[config.mk]
export PLATFORM = sky130hd
export DESIGN_NAME = sprite_draw_scheduler_flat
export DESIGN_NICKNAME = d
export VERILOG_FILES = /design/src/rtl/game_pkg.sv /design/src/rtl/sprite_draw_scheduler_if.sv /design/src/rtl/sprite_draw_scheduler_raster.sv /design/src/rtl/sprite_draw_scheduler.sv /design/src/flat_wrapper.sv
export SDC_FILE = /design/constraint.sdc
export NUM_CORES = 1
export LEC_CHECK = 0
export BUFFER_PORTS_ARGS = -buffer_cell sky130_fd_sc_hd__buf_2
export CAP_MARGIN = 10
export CELL_PAD_IN_SITES_DETAIL_PLACEMENT = 0
export CELL_PAD_IN_SITES_GLOBAL_PLACEMENT = 1
export CORE_MARGIN = 2
export CORE_UTILIZATION = 41
export DETAILED_ROUTE_END_ITERATION = 6
export HOLD_SLACK_MARGIN = 0.1
export PLACE_DENSITY = 0.9
export SLEW_MARGIN = 20
export SYNTH_ARGS = -nofsm -noshare
export SYNTH_HDL_FRONTEND = slang
export SYNTH_HIERARCHICAL = 1
export SYNTH_SLANG_ARGS = --single-unit
[constraint.sdc]
create_clock -name CLOCK_50 -period 7.3 [get_ports CLOCK_50]
set_clock_uncertainty 0.2 [all_clocks]
set_input_delay 0.365 -clock CLOCK_50 [delete_from_list [all_inputs] [get_ports CLOCK_50]]
set_output_delay 0.365 -clock CLOCK_50 [all_outputs]
set_load 0.02 [all_outputs]
[src/rtl/game_pkg.sv]
// Shared screen geometry, colour type and scheduler state encoding.
package game_pkg;

    localparam int unsigned SCREEN_W = 160;
    localparam int unsigned SCREEN_H = 120;
    localparam int unsigned X_W      = 8;
    localparam int unsigned Y_W      = 7;
    localparam int unsigned COL_W    = 3;

    // Raster counter covers 0..15; dimensions need one more bit for the value 16.
    localparam int unsigned CNT_W    = 4;
    localparam int unsigned DIM_W    = 5;

    typedef logic [COL_W-1:0] colour_t;

    localparam colour_t COLOUR_BLACK = 3'b000;

    typedef enum logic [1:0] {
        ST_IDLE  = 2'd0,
        ST_ERASE = 2'd1,
        ST_DRAW  = 2'd2
    } state_t;

endpackage

[src/rtl/sprite_draw_scheduler_if.sv]
// Requester bus plus VGA adapter plot port of the sprite draw scheduler.
interface sprite_draw_scheduler_if #(
    parameter int unsigned NUM_REQ = 4
);
    import game_pkg::*;

    logic [NUM_REQ-1:0]       req;
    logic [NUM_REQ*X_W-1:0]   req_x;
    logic [NUM_REQ*Y_W-1:0]   req_y;
    logic [NUM_REQ*COL_W-1:0] req_colour;
    logic [NUM_REQ-1:0]       grant;
    logic [NUM_REQ-1:0]       done;
    logic                     busy;
    logic [X_W-1:0]           vga_x;
    logic [Y_W-1:0]           vga_y;
    colour_t                  vga_colour;
    logic                     vga_plot;

    // Requester / game-logic side
    modport master (
        output req, req_x, req_y, req_colour,
        input  grant, done, busy, vga_x, vga_y, vga_colour, vga_plot
    );

    // Scheduler side
    modport slave (
        input  req, req_x, req_y, req_colour,
        output grant, done, busy, vga_x, vga_y, vga_colour, vga_plot
    );

endinterface

[src/rtl/sprite_draw_scheduler_raster.sv]
// rect_raster: column-inner / row-outer counter over a width x height rectangle.
// col/row/last describe the pixel that follows the one currently being emitted.
module rect_raster
    import game_pkg::*;
(
    input  logic             CLOCK_50,
    input  logic             reset,
    input  logic             start,
    input  logic             step,
    input  logic [DIM_W-1:0] width,
    input  logic [DIM_W-1:0] height,
    output logic [CNT_W-1:0] col,
    output logic [CNT_W-1:0] row,
    output logic             last
);

    logic [CNT_W-1:0] col_q;
    logic [CNT_W-1:0] row_q;
    logic             col_end;

    // Successor coordinate and whether it closes the rectangle
    always_comb begin
        col_end = (DIM_W'(col_q) == width - DIM_W'(1));
        col     = col_end ? '0 : col_q + CNT_W'(1);
        row     = col_end ? row_q + CNT_W'(1) : row_q;
        last    = (DIM_W'(col) == width - DIM_W'(1)) && (DIM_W'(row) == height - DIM_W'(1));
    end

    // Position of the pixel on the output; start marks pixel (0,0) as emitted
    always_ff @(posedge CLOCK_50) begin
        if (reset || start) begin
            col_q <= '0;
            row_q <= '0;
        end else if (step) begin
            col_q <= col;
            row_q <= row;
        end
    end

endmodule

[src/rtl/sprite_draw_scheduler.sv]
// Round-robin sprite scheduler driving the single VGA adapter plot port.
// Optional feature macro DRAW_ERASE_EN: erase each requester's previous
// rectangle in black before drawing its new one.
module sprite_draw_scheduler
    import game_pkg::*;
#(
    parameter int unsigned NUM_REQ  = 4,
    parameter int unsigned SPRITE_W = 16,
    parameter int unsigned SPRITE_H = 16
)(
    input  logic                   CLOCK_50,
    input  logic                   reset,
    sprite_draw_scheduler_if.slave bus
);

    localparam int unsigned PTR_W     = (NUM_REQ > 1) ? $clog2(NUM_REQ) : 1;
    localparam logic        ONE_PIXEL = (SPRITE_W == 1) && (SPRITE_H == 1);

    state_t             state_q, state_d;
    logic [PTR_W-1:0]   ptr_q, ptr_d, win_q, win_d;
    logic [X_W-1:0]     ox_q, ox_d;
    logic [Y_W-1:0]     oy_q, oy_d;
    colour_t            colour_q, colour_d;
    logic               last_q, last_d;
    logic [NUM_REQ-1:0] grant_q, grant_d, done_q, done_d;
    logic               busy_q, busy_d, plot_q, plot_d;
    logic [X_W-1:0]     vga_x_q, vga_x_d;
    logic [Y_W-1:0]     vga_y_q, vga_y_d;
    colour_t            vga_colour_q, vga_colour_d;

`ifdef DRAW_ERASE_EN
    logic [X_W-1:0]     prev_x_q [NUM_REQ];
    logic [X_W-1:0]     prev_x_d [NUM_REQ];
    logic [Y_W-1:0]     prev_y_q [NUM_REQ];
    logic [Y_W-1:0]     prev_y_d [NUM_REQ];
    logic [NUM_REQ-1:0] prev_v_q, prev_v_d;
`endif

    logic               arb_found;
    logic [PTR_W-1:0]   arb_win, arb_idx;
    logic               raster_start, raster_step, raster_last;
    logic [CNT_W-1:0]   raster_col, raster_row;
    logic               px_en, px_last;
    logic [X_W-1:0]     px_x0;
    logic [Y_W-1:0]     px_y0;
    colour_t            px_colour;
    logic [CNT_W-1:0]   px_col, px_row;
    logic [X_W:0]       sum_x;
    logic [Y_W:0]       sum_y;

    rect_raster u_raster (
        .CLOCK_50 (CLOCK_50),
        .reset    (reset),
        .start    (raster_start),
        .step     (raster_step),
        .width    (DIM_W'(SPRITE_W)),
        .height   (DIM_W'(SPRITE_H)),
        .col      (raster_col),
        .row      (raster_row),
        .last     (raster_last)
    );

    // Round-robin search upward from the pointer, wrapping
    always_comb begin
        arb_found = 1'b0;
        arb_win   = ptr_q;
        arb_idx   = '0;
        for (int unsigned k = 0; k < NUM_REQ; k++) begin
            arb_idx = PTR_W'((32'(ptr_q) + k) % NUM_REQ);
            if (!arb_found && bus.req[arb_idx]) begin
                arb_found = 1'b1;
                arb_win   = arb_idx;
            end
        end
    end

    // Next state, job capture and next pixel
    always_comb begin
        state_d      = state_q;
        ptr_d        = ptr_q;
        win_d        = win_q;
        ox_d         = ox_q;
        oy_d         = oy_q;
        colour_d     = colour_q;
        last_d       = last_q;
        grant_d      = '0;
        done_d       = '0;
        busy_d       = busy_q;
        plot_d       = 1'b0;
        vga_x_d      = vga_x_q;
        vga_y_d      = vga_y_q;
        vga_colour_d = vga_colour_q;
        raster_start = 1'b0;
        raster_step  = 1'b0;
        px_en        = 1'b0;
        px_x0        = ox_q;
        px_y0        = oy_q;
        px_colour    = colour_q;
        px_col       = raster_col;
        px_row       = raster_row;
        px_last      = raster_last;
        sum_x        = '0;
        sum_y        = '0;
`ifdef DRAW_ERASE_EN
        prev_x_d     = prev_x_q;
        prev_y_d     = prev_y_q;
        prev_v_d     = prev_v_q;
`endif

        case (state_q)
            ST_IDLE: begin
                busy_d = 1'b0;
                if (arb_found) begin
                    grant_d      = NUM_REQ'(1) << arb_win;
                    win_d        = arb_win;
                    ptr_d        = PTR_W'((32'(arb_win) + 32'd1) % NUM_REQ);
                    ox_d         = bus.req_x[X_W*32'(arb_win) +: X_W];
                    oy_d         = bus.req_y[Y_W*32'(arb_win) +: Y_W];
                    colour_d     = bus.req_colour[COL_W*32'(arb_win) +: COL_W];
                    busy_d       = 1'b1;
                    raster_start = 1'b1;
                    px_en        = 1'b1;
                    px_col       = '0;
                    px_row       = '0;
                    px_last      = ONE_PIXEL;
                    px_x0        = ox_d;
                    px_y0        = oy_d;
                    px_colour    = colour_d;
                    state_d      = ST_DRAW;
`ifdef DRAW_ERASE_EN
                    if (prev_v_q[arb_win]) begin
                        state_d   = ST_ERASE;
                        px_x0     = prev_x_q[arb_win];
                        px_y0     = prev_y_q[arb_win];
                        px_colour = COLOUR_BLACK;
                    end
`endif
                end
            end
`ifdef DRAW_ERASE_EN
            ST_ERASE: begin
                px_en = 1'b1;
                if (last_q) begin
                    state_d      = ST_DRAW;
                    raster_start = 1'b1;
                    px_col       = '0;
                    px_row       = '0;
                    px_last      = ONE_PIXEL;
                end else begin
                    raster_step = 1'b1;
                    px_x0       = prev_x_q[win_q];
                    px_y0       = prev_y_q[win_q];
                    px_colour   = COLOUR_BLACK;
                end
            end
`endif
            ST_DRAW: begin
                if (last_q) begin
                    state_d = ST_IDLE;
                    busy_d  = 1'b0;
                    last_d  = 1'b0;
`ifdef DRAW_ERASE_EN
                    prev_x_d[win_q] = ox_q;
                    prev_y_d[win_q] = oy_q;
                    prev_v_d[win_q] = 1'b1;
`endif
                end else begin
                    raster_step = 1'b1;
                    px_en       = 1'b1;
                end
            end
            default: begin
                state_d = ST_IDLE;
                busy_d  = 1'b0;
            end
        endcase

        // Shared pixel stage: clip, plot, and flag the job's final pixel
        if (px_en) begin
            last_d = px_last;
            if (state_d == ST_DRAW && px_last) begin
                done_d = NUM_REQ'(1) << win_d;
            end
            sum_x = (X_W+1)'(px_x0) + (X_W+1)'(px_col);
            sum_y = (Y_W+1)'(px_y0) + (Y_W+1)'(px_row);
            if (sum_x < (X_W+1)'(SCREEN_W) && sum_y < (Y_W+1)'(SCREEN_H)) begin
                plot_d       = 1'b1;
                vga_x_d      = sum_x[X_W-1:0];
                vga_y_d      = sum_y[Y_W-1:0];
                vga_colour_d = px_colour;
            end
        end
    end

    // State and output registers
    always_ff @(posedge CLOCK_50) begin
        if (reset) begin
            state_q      <= ST_IDLE;
            ptr_q        <= '0;
            win_q        <= '0;
            ox_q         <= '0;
            oy_q         <= '0;
            colour_q     <= '0;
            last_q       <= 1'b0;
            grant_q      <= '0;
            done_q       <= '0;
            busy_q       <= 1'b0;
            plot_q       <= 1'b0;
            vga_x_q      <= '0;
            vga_y_q      <= '0;
            vga_colour_q <= '0;
`ifdef DRAW_ERASE_EN
            prev_x_q     <= '{default: '0};
            prev_y_q     <= '{default: '0};
            prev_v_q     <= '0;
`endif
        end else begin
            state_q      <= state_d;
            ptr_q        <= ptr_d;
            win_q        <= win_d;
            ox_q         <= ox_d;
            oy_q         <= oy_d;
            colour_q     <= colour_d;
            last_q       <= last_d;
            grant_q      <= grant_d;
            done_q       <= done_d;
            busy_q       <= busy_d;
            plot_q       <= plot_d;
            vga_x_q      <= vga_x_d;
            vga_y_q      <= vga_y_d;
            vga_colour_q <= vga_colour_d;
`ifdef DRAW_ERASE_EN
            prev_x_q     <= prev_x_d;
            prev_y_q     <= prev_y_d;
            prev_v_q     <= prev_v_d;
`endif
        end
    end

    assign bus.grant      = grant_q;
    assign bus.done       = done_q;
    assign bus.busy       = busy_q;
    assign bus.vga_x      = vga_x_q;
    assign bus.vga_y      = vga_y_q;
    assign bus.vga_colour = vga_colour_q;
    assign bus.vga_plot   = plot_q;

endmodule

[src/flat_wrapper.sv]
// flat-port wrapper written by rule: the top's interface ports become plain ports
module sprite_draw_scheduler_flat import game_pkg::*;
#(
    parameter int unsigned NUM_REQ  = 4,
    parameter int unsigned SPRITE_W = 16,
    parameter int unsigned SPRITE_H = 16
)
  (CLOCK_50, reset, bus_req, bus_req_x, bus_req_y, bus_req_colour, bus_grant, bus_done, bus_busy, bus_vga_x, bus_vga_y, bus_vga_colour, bus_vga_plot);
  sprite_draw_scheduler_if #(.NUM_REQ(NUM_REQ)) bus_i ();
  input  logic CLOCK_50;
  input  logic reset;
  input wire logic [$bits(bus_i.req)-1:0] bus_req;
  input wire logic [$bits(bus_i.req_x)-1:0] bus_req_x;
  input wire logic [$bits(bus_i.req_y)-1:0] bus_req_y;
  input wire logic [$bits(bus_i.req_colour)-1:0] bus_req_colour;
  output wire logic [$bits(bus_i.grant)-1:0] bus_grant;
  output wire logic [$bits(bus_i.done)-1:0] bus_done;
  output wire logic [$bits(bus_i.busy)-1:0] bus_busy;
  output wire logic [$bits(bus_i.vga_x)-1:0] bus_vga_x;
  output wire logic [$bits(bus_i.vga_y)-1:0] bus_vga_y;
  output wire logic [$bits(bus_i.vga_colour)-1:0] bus_vga_colour;
  output wire logic [$bits(bus_i.vga_plot)-1:0] bus_vga_plot;
  assign bus_i.req = bus_req;
  assign bus_i.req_x = bus_req_x;
  assign bus_i.req_y = bus_req_y;
  assign bus_i.req_colour = bus_req_colour;
  assign bus_grant = bus_i.grant;
  assign bus_done = bus_i.done;
  assign bus_busy = bus_i.busy;
  assign bus_vga_x = bus_i.vga_x;
  assign bus_vga_y = bus_i.vga_y;
  assign bus_vga_colour = bus_i.vga_colour;
  assign bus_vga_plot = bus_i.vga_plot;
  sprite_draw_scheduler #(.NUM_REQ(NUM_REQ), .SPRITE_W(SPRITE_W), .SPRITE_H(SPRITE_H)) u_core (.CLOCK_50(CLOCK_50), .reset(reset), .bus(bus_i));
endmodule
==> key figures, run 1 <==
Status
  – Status: completed

Final layout
  – Area growth syn-to-layout: 22.99%
  – Inserted Diodes: 0
  – Most common cell after layout, fill and taps aside: buf_2
  – Nets: 707
  – Commonest cells after routing, fill and taps aside: buf_2 (105), nand2_1 (82), dfxtp_1 (61)
  – End-of-flow core utilization: between 50 and 60%
  – Fraction of layout instances using a drive strength above 1: 24.72%

Route
  – Vias after detailed routing: 3,878
  – Drt via density: slightly above 5
  – Starting DRT DRC Count: 169
  – Post-DRT Antenna Nets: 0
  – Routed wire per std cell: 14.15 µm
  – Final WL: about 11,000 µm
  – Drt drc: 0
  – Drt pass-1 iters: 5

Yosys
  – Syn_area_per_cell: 7.906 µm²
  – Seq cells post-synth: 61
  – Sequential area share after synthesis: 31.33%
  – FFs w/ async S/R, synth: 0%
  – Yosys warns: 6
  – Post-synth EDFFs: 0
  – Multiplexer share of the synthesized area: 4.880%
  – Synth Area in Simple Gates: 28.28%
  – Synth Area in XOR/XNOR: just under 8%
  – Top_reg_cell synth: dfxtp_1
  – Largest family of logic cells by synthesized area: simple AND/OR/NAND/NOR gates
  – Post-synth cell types: slightly below 70
  – Fraction of the mapped netlist area in compound gates: between 10% and 20%
  – Synth Area in Adders: 4.880%
  – Netlist Area Pre-Place: between 3000 and 4000 µm²
  – Cells after Synth: 493

STA
  – Setup violators final: 0
  – Worst slew margin: 37.32%
  – Final max-slew violation count: 0
  – Worst-Margin Slew: 940.3 ps
  – Setup_tns: 0 ps
  – RSZ-0062 raised after global routing: no
  – Tcrit/Tclk final: 66.55%
  – Final Hold Viols: 0
  – Fin crit period: 4858 ps
  – Fmax: 205.9 MHz

Power
  – Tot Pwr: roughly 960 µW
  – Comb pwr share: 29.6%
  – Sw frac: 33.22%
  – Sw Pwr: between 300 and 400 µW
  – Clock share of power: a little under a third
  – Int Power: 639.1 µW
  – Reg power frac: roughly 40%
  – PD cells: between 150 and 200 nW/µm²
  – Leakage power: between 2 and 2.5 nW
  – VDD IR max: 0.09059 mV

Floorplan
  – # IOs: around 110
  – Die area: 10,300 µm²
  – Cell Rows: 35
  – Starting Density: 42.18%
  – Die Ht: 101.5 µm
  – Core area: 9240 µm²
  – Die X: between 100 and 150 µm

Clocking
  – H-tree levels: 3
  – Clock latency on the worst-skew pair: about 340 ps
  – Clk sink count: slightly above 60
  – Maximum root-to-sink buffer count: 2
  – CTS Buf Count: 9
  – Total setup buffers inserted after CTS: 0
  – Hold-fix buffers, CTS: 0
  – Post-CTS sizing: 0
  – Clock Root Buffer: clkbuf_8
  – CTS clk-pin slew, worst paths: 70 ps
  – CTS tree: done

Place
  – Placer congestion estimate: 0.8323
  – DP HPWL: 8037 µm
  – Port Buf Inserts: between 100 and 150

Setup path
  – Worst setup SP type: flop
  – Worst Setup End Kind: flop
  – Worst-path cell chain: and2b_1 -> o21a_1 -> nor3_4 -> buf_4 -> nand3_1 -> nand3_1 -> a21boi_0 -> inv_1 -> ha_1 -> a21o_1 -> a21oi_1 -> xor2_1 -> or3_1 -> o21ai_1 -> nor2_4 -> a211oi_1
  – Critical path fanouts, max: 12
  – RR Startpoint: u_core/ptr_q[0]$_SDFFE_PP0P_
  – Arrival time at the worst endpoint: 4900 ps
  – Cell repeated most along the worst path: nand3_1
  – Crit-path max cell delay: 610 ps
  – R2R setup slack: around 2400 ps
  – Slowest-stage cell, CP: o21ai_1
  – Worst path required time: 7350 ps
  – R2R cell count: 16
  – RR Endpoint: u_core/bus.vga_y[1]$_SDFFE_PP0P_
  – Setup CP Type: reg -> reg

Min path
  – Worst Hold Launch: bus_req_x[18]
  – Min-Delay Endpoint: u_core/ox_q[2]$_SDFF_PP0_
  – Hold path depth: 5
  – Hold crit path type: in -> reg

GRT
  – Global-route wire length before repair: 17,510 µm
  – Grt ovf: 0
  – GRT Util Overall: 21.52%
  – Initial antenna violation count: 0
  – Largest net degree at the start of global routing: 45
  – Via count of the first global-routing pass: roughly 3,700

Run
  – Max-Cap Viols: 0
cells by family (layout without fill, tap and decap cells):
kind of cell	after synthesis	after routing
AND/OR/NAND/NOR	227	227
other	2	31
XOR/XNOR	32	32
AO/OA/AOI/OAI	100	100
buffers and inverters	40	137
multiplexers	17	17
adder cells (fa/ha/maj)	14	14
flip-flops	61	61
registers in the layout (all words and copies together) (netlist names):
| signal | flops |
|---|---|
| u_core/u_raster/row_q | 4 |
| u_core/last_q | 1 |
| u_core/bus.done | 4 |
| u_core/ox_q | 8 |
| u_core/oy_q | 7 |
| u_core/bus.vga_colour | 3 |
| u_core/bus.busy | 1 |
| u_core/bus.vga_plot | 1 |
| u_core/bus.grant | 4 |
| u_core/win_q | 2 |
| u_core/bus.vga_x | 8 |
| u_core/u_raster/col_q | 4 |
| u_core/ptr_q | 2 |
| u_core/state_q | 2 |
| u_core/colour_q | 3 |
| u_core/bus.vga_y | 7 |
worst max path at each step:
| stage | from | endpoint | slack, ps | depth (start not counted) |
|---|---|---|---|---|
| after floorplan | u_core/ptr_q[0]$_SDFFE_PP0P_ | u_core/bus.vga_colour[0]$_SDFFE_PP0P_ | 3140 | 20 |
| after global placement | bus_req[2] | u_core/bus.vga_y[1]$_SDFFE_PP0P_ | 2580 | 17 |
| after detailed placement | bus_req[2] | u_core/bus.vga_y[1]$_SDFFE_PP0P_ | 2370 | 17 |
| after CTS | u_core/ptr_q[0]$_SDFFE_PP0P_ | u_core/bus.vga_y[1]$_SDFFE_PP0P_ | 2460 | 16 |
| after global routing | u_core/ptr_q[0]$_SDFFE_PP0P_ | u_core/bus.vga_y[1]$_SDFFE_PP0P_ | 2080 | 16 |
| final | u_core/ptr_q[0]$_SDFFE_PP0P_ | u_core/bus.vga_y[1]$_SDFFE_PP0P_ | 2440 | 16 |
power by group through the flow:
stage	clock [mW]	sequential, mW	combinational [mW]
floorplan	0	0.394	0.186
global placement	0	0.379	0.274
detailed placement	0	0.380	0.279
CTS	0.306	0.373	0.281
global route	0.325	0.376	0.315
finish	0.300	0.373	0.284
critical path, delay by kind of cell (launching register included):
kind / cells / cell delay [ps]
compound gates: 6 / 1910
flops: 1 / 420
buf+inv: 2 / 390
fa+ha+maj: 1 / 280
xor+xnor: 1 / 110
simple gates: 6 / 1460
Yosys cell counts (5+ instances only):
cell,number,area share (%)
nand3_1,50,6.4
a21o_1,6,1.2
nand4_1,5,0.80
o21ai_0,19,2.4
nand2_1,82,7.9
xnor2_1,11,2.5
ha_1,12,3.9
nor3_1,15,1.9
clkbuf_1,15,1.4
dfxtp_1,61,31
and2_1,11,1.8
buf_4,5,0.96
inv_1,13,1.3
nor2b_1,5,0.80
nor2_1,34,3.3
xor2_1,19,4.3
a21oi_1,32,4.1
mux2_2,6,1.7
mux2i_1,10,2.6
layer usage:
layer,global-route usage (%),wire length [µm]
met4,6.861,188
met1,26.01,4546
met5,0,0
met3,4.555,575
met2,38.01,5275
cell type report:
class / instances / area, µm²
timing repair buffer: 108 / 548.0
clock inverter: 4 / 47.55
clock buffer: 11 / 151.4
fill: 898 / 4447
inverter: 14 / 52.55
tap: 129 / 161.4
multi-input combinational: 421 / 2611
sequential: 61 / 1221
metrics by stage:
stage               hold WS [ps]  worst slack, ps  area (µm²)  std cells
global route               260.4             2080        4793        748
detailed placement         250.9             2373        4594        733
finish                     243.4             2442        4793        748
global placement           251.2             2578        4594        733
CTS                        229.6             2465        4793        748
floorplan                  240.6             3144        4006        522
Note: power is estimated with default switching activity, not from simulation.
==> inputs of run 2 (changes only) <==
CORE_UTILIZATION = 35   (was 41)
PLACE_DENSITY = 0.83   (was 0.9)
clock period = 4.2 ns   (was 7.3 ns; I/O delays follow)
==> run 2 against run 1 <==
Against the previous run:
- first-iteration DRC count grew 8.3%
- count of clock-buffer cells in the layout shrank 2
- sequential share of layout area down 1.3 points
- global-route usage is 2.5 points lower
- critical path depth up 1
- die area up 16%
==> key figures, run 2 (synthesis results as in run 1) <==
Place
  – Dpl ws: 48.75 ps (-2325 ps)
  – DP HPWL: 8533 µm (+6.2%)
  – Port Buf Inserts: 105 (unchanged)
  – Placement Cell Area: 4761 µm² (+3.6%)
  – Placer congestion estimate: 0.8563 (+2.9%)

STA
  – Setup violators final: 0 (unchanged)
  – Fmax: 248.0 MHz (+20%)
  – Setup ws final: 167.0 ps (-2275 ps)
  – Worst-Margin Slew: 859.3 ps (-80.96 ps)
  – Setup_tns: 0 ps (unchanged)
  – RSZ-0062 raised after global routing: no
  – Final max-slew violation count: 0 (unchanged)
  – Tcrit/Tclk final: 96.02% (+29 points)
  – Fin crit period: 4033 ps (-824.8 ps)
  – Worst slew margin: 42.50% (+5.2 points)
  – Final Hold Viols: 0 (unchanged)

GRT
  – Largest net degree at the start of global routing: 45 (unchanged)
  – Via count of the first global-routing pass: 3,862 (+4.4%)
  – Met2 usage: 35.63% (-2.4 points)
  – Busiest grt layer: met2
  – Global-route wire length before repair: 17,680 µm (+0.94%)
  – Grt ovf: 0 (unchanged)
  – Initial antenna violation count: 0 (unchanged)
  – M3 GR Usage: 3.260% (-1.3 points)
  – GRT Util Overall: 19.01% (-2.5 points)
  – GRT met1 Usage: 21.01% (-5.0 points)

Run
  – Max-Cap Viols: 0 (unchanged)

Setup path
  – Critical path fanouts, max: 18 (+6)
  – Worst setup SP type: flop
  – Worst-path cell chain: nor3b_4 -> a2111oi_4 -> nor2_2 -> buf_12 -> nand2_1 -> nand3_1 -> nand3_2 -> nand2_1 -> ha_1 -> fa_1 -> a21o_1 -> a21o_1 -> or3_1 -> a32o_2 -> buf_4 -> o21ai_0 -> a21oi_1
  – Slowest-stage cell, CP: fa_1
  – Worst Setup End Kind: flop
  – Setup CP Type: reg -> reg
  – Crit-path max cell delay: 410 ps (-200 ps)
  – RR Startpoint: u_core/ptr_q[1]$_SDFFE_PP0P_
  – R2R setup slack: 170 ps (-2280 ps)
  – R2R cell count: 17 (+1)
  – RR Endpoint: u_core/bus.vga_x[3]$_SDFFE_PP0P_
  – Arrival time at the worst endpoint: 4020 ps (-880 ps)
  – Worst path required time: 4190 ps (-3160 ps)

Min path
  – Hold crit path type: in -> reg
  – Worst Hold Launch: bus_req_x[24]
  – Min-Delay Endpoint: u_core/ox_q[0]$_SDFF_PP0_
  – Hold path depth: 5 (unchanged)

Clocking
  – Clk sink count: 61 (unchanged)
  – H-tree levels: 3 (unchanged)
  – Total setup buffers inserted after CTS: 0 (unchanged)
  – CTS Buf Count: 9 (unchanged)
  – CTS tree: done
  – Clock Root Buffer: clkbuf_8
  – Clock latency on the worst-skew pair: 350 ps (about the same)
  – Maximum root-to-sink buffer count: 2 (unchanged)
  – CTS clk-pin slew, worst paths: 80 ps (about the same)

Final layout
  – Most common cell after layout, fill and taps aside: buf_2
  – Commonest cells after routing, fill and taps aside: buf_2 (105), nand2_1 (82), dfxtp_1 (59)
  – Area growth syn-to-layout: 29.66%
  – Fraction of layout instances using a drive strength above 1: 27.93% (+3.2 points)
  – Inserted Diodes: 0 (unchanged)
  – # fillers: 1,089 (+21%)
  – Finished Cell Area: 5054 µm² (+5.4%)
  – Nets: 728 (+3.0%)
  – End-of-flow core utilization: 46.62% (-5.3 points)

Route
  – Vias after detailed routing: 3,936 (+1.5%)
  – Post-DRT Antenna Nets: 0 (unchanged)
  – Drt via density: 5.040 (-2.8%)
  – Drt drc: 0 (unchanged)
  – Final WL: 11,040 µm (+4.3%)
  – Starting DRT DRC Count: 183 (+8.3%)
  – Drt pass-1 iters: 4 (-1)
  – Routed wire per std cell: 14.13 µm (-0.12%)

Status
  – Status: completed

Floorplan
  – Die Ht: 109.5 µm (+7.9%)
  – # IOs: 106 (unchanged)
  – Starting Density: 35.95% (-6.2 points)
  – Cell Rows: 38 (+8.6%)
  – Core area: 10,840 µm² (+17%)
  – Die X: 109.5 µm (+7.9%)
  – Die area: 12,000 µm² (+16%)

Power
  – VDD IR max: 0.1766 mV (+95%)
  – PD cells: 351.7 nW/µm² (+76%)
  – Leakage power: 2.336 nW (+5.8%)
-- run 2: cell count changes in the layout (fill, tap and decap cells not counted), sizes merged, moves of 2 or more --
cell | before | now
buf | 108 | 125
dlygate4sd3 | 0 | 4
clkbuf | 11 | 9
inv | 14 | 16
-- run 2: how the worst max path moves through the flow --
stage / startpoint / endpoint / cells past startpoint
after detailed placement: u_core/ptr_q[0]$_SDFFE_PP0P_ / u_core/bus.vga_x[3]$_SDFFE_PP0P_ / 18
after CTS: u_core/ptr_q[0]$_SDFFE_PP0P_ / u_core/bus.vga_x[3]$_SDFFE_PP0P_ / 18
after global routing: u_core/ptr_q[1]$_SDFFE_PP0P_ / u_core/bus.vga_x[0]$_SDFFE_PP0P_ / 17
final: u_core/ptr_q[1]$_SDFFE_PP0P_ / u_core/bus.vga_x[3]$_SDFFE_PP0P_ / 17
after global placement: u_core/ptr_q[0]$_SDFFE_PP0P_ / u_core/bus.vga_y[1]$_SDFFE_PP0P_ / 18
after floorplan: u_core/ptr_q[0]$_SDFFE_PP0P_ / u_core/bus.vga_colour[0]$_SDFFE_PP0P_ / 20
-- run 2: metrics by stage --
stage / power [mW] / std cells / hold slack [ps]
after global routing: 1.881 / 781 / 116.0
final: 1.778 / 781 / 103.4
after detailed placement: 1.185 / 761 / 253.5
after floorplan: 1.008 / 522 / 240.6
after CTS: 1.782 / 781 / 104.3
after global placement: 1.175 / 761 / 249.6
-- run 2: what timing repair did --
item,4_1_cts,5_1_grt
resized for setup,0,14
hold buffers,4,0
endpoints found under the hold margin,2,0
endpoints found under the setup margin,0,19
-- run 2: cell type report --
cell class / instances / area (µm²) / area share, %
clock buffer: 9 / 123.9 / 2.451
clock inverter: 7 / 97.59 / 1.931
inverter: 14 / 52.55 / 1.040
multi-input combinational: 421 / 2640 / 52.24
sequential: 61 / 1224 / 24.21
tap: 140 / 175.2 / 3.466
timing repair buffer: 129 / 740.7 / 14.66
-- run 2: per-layer routing --
layer  vias up  part of all wire [%]  routed length (µm)
met5         -                     0                   0
met4         0                   1.6                 176
met3        14                   5.3                 589
met2       104                    51                5645
met1      1839                    42                4628
li1       1979                     -                   -
-- run 2: critical path: cells and delay by family (launching register included) --
kind | cells | cell delay, ps
compound gates | 6 | 1380
fa+ha+maj | 2 | 620
buf+inv | 2 | 340
flops | 1 | 350
simple gates | 7 | 970
-- run 2: power breakdown --
part | leakage, nW | switching [mW] | internal [mW]
combinational | 1.73 | 0.321 | 0.223
sequential | 0.500 | 0.0209 | 0.626
clock | 0.106 | 0.250 | 0.337
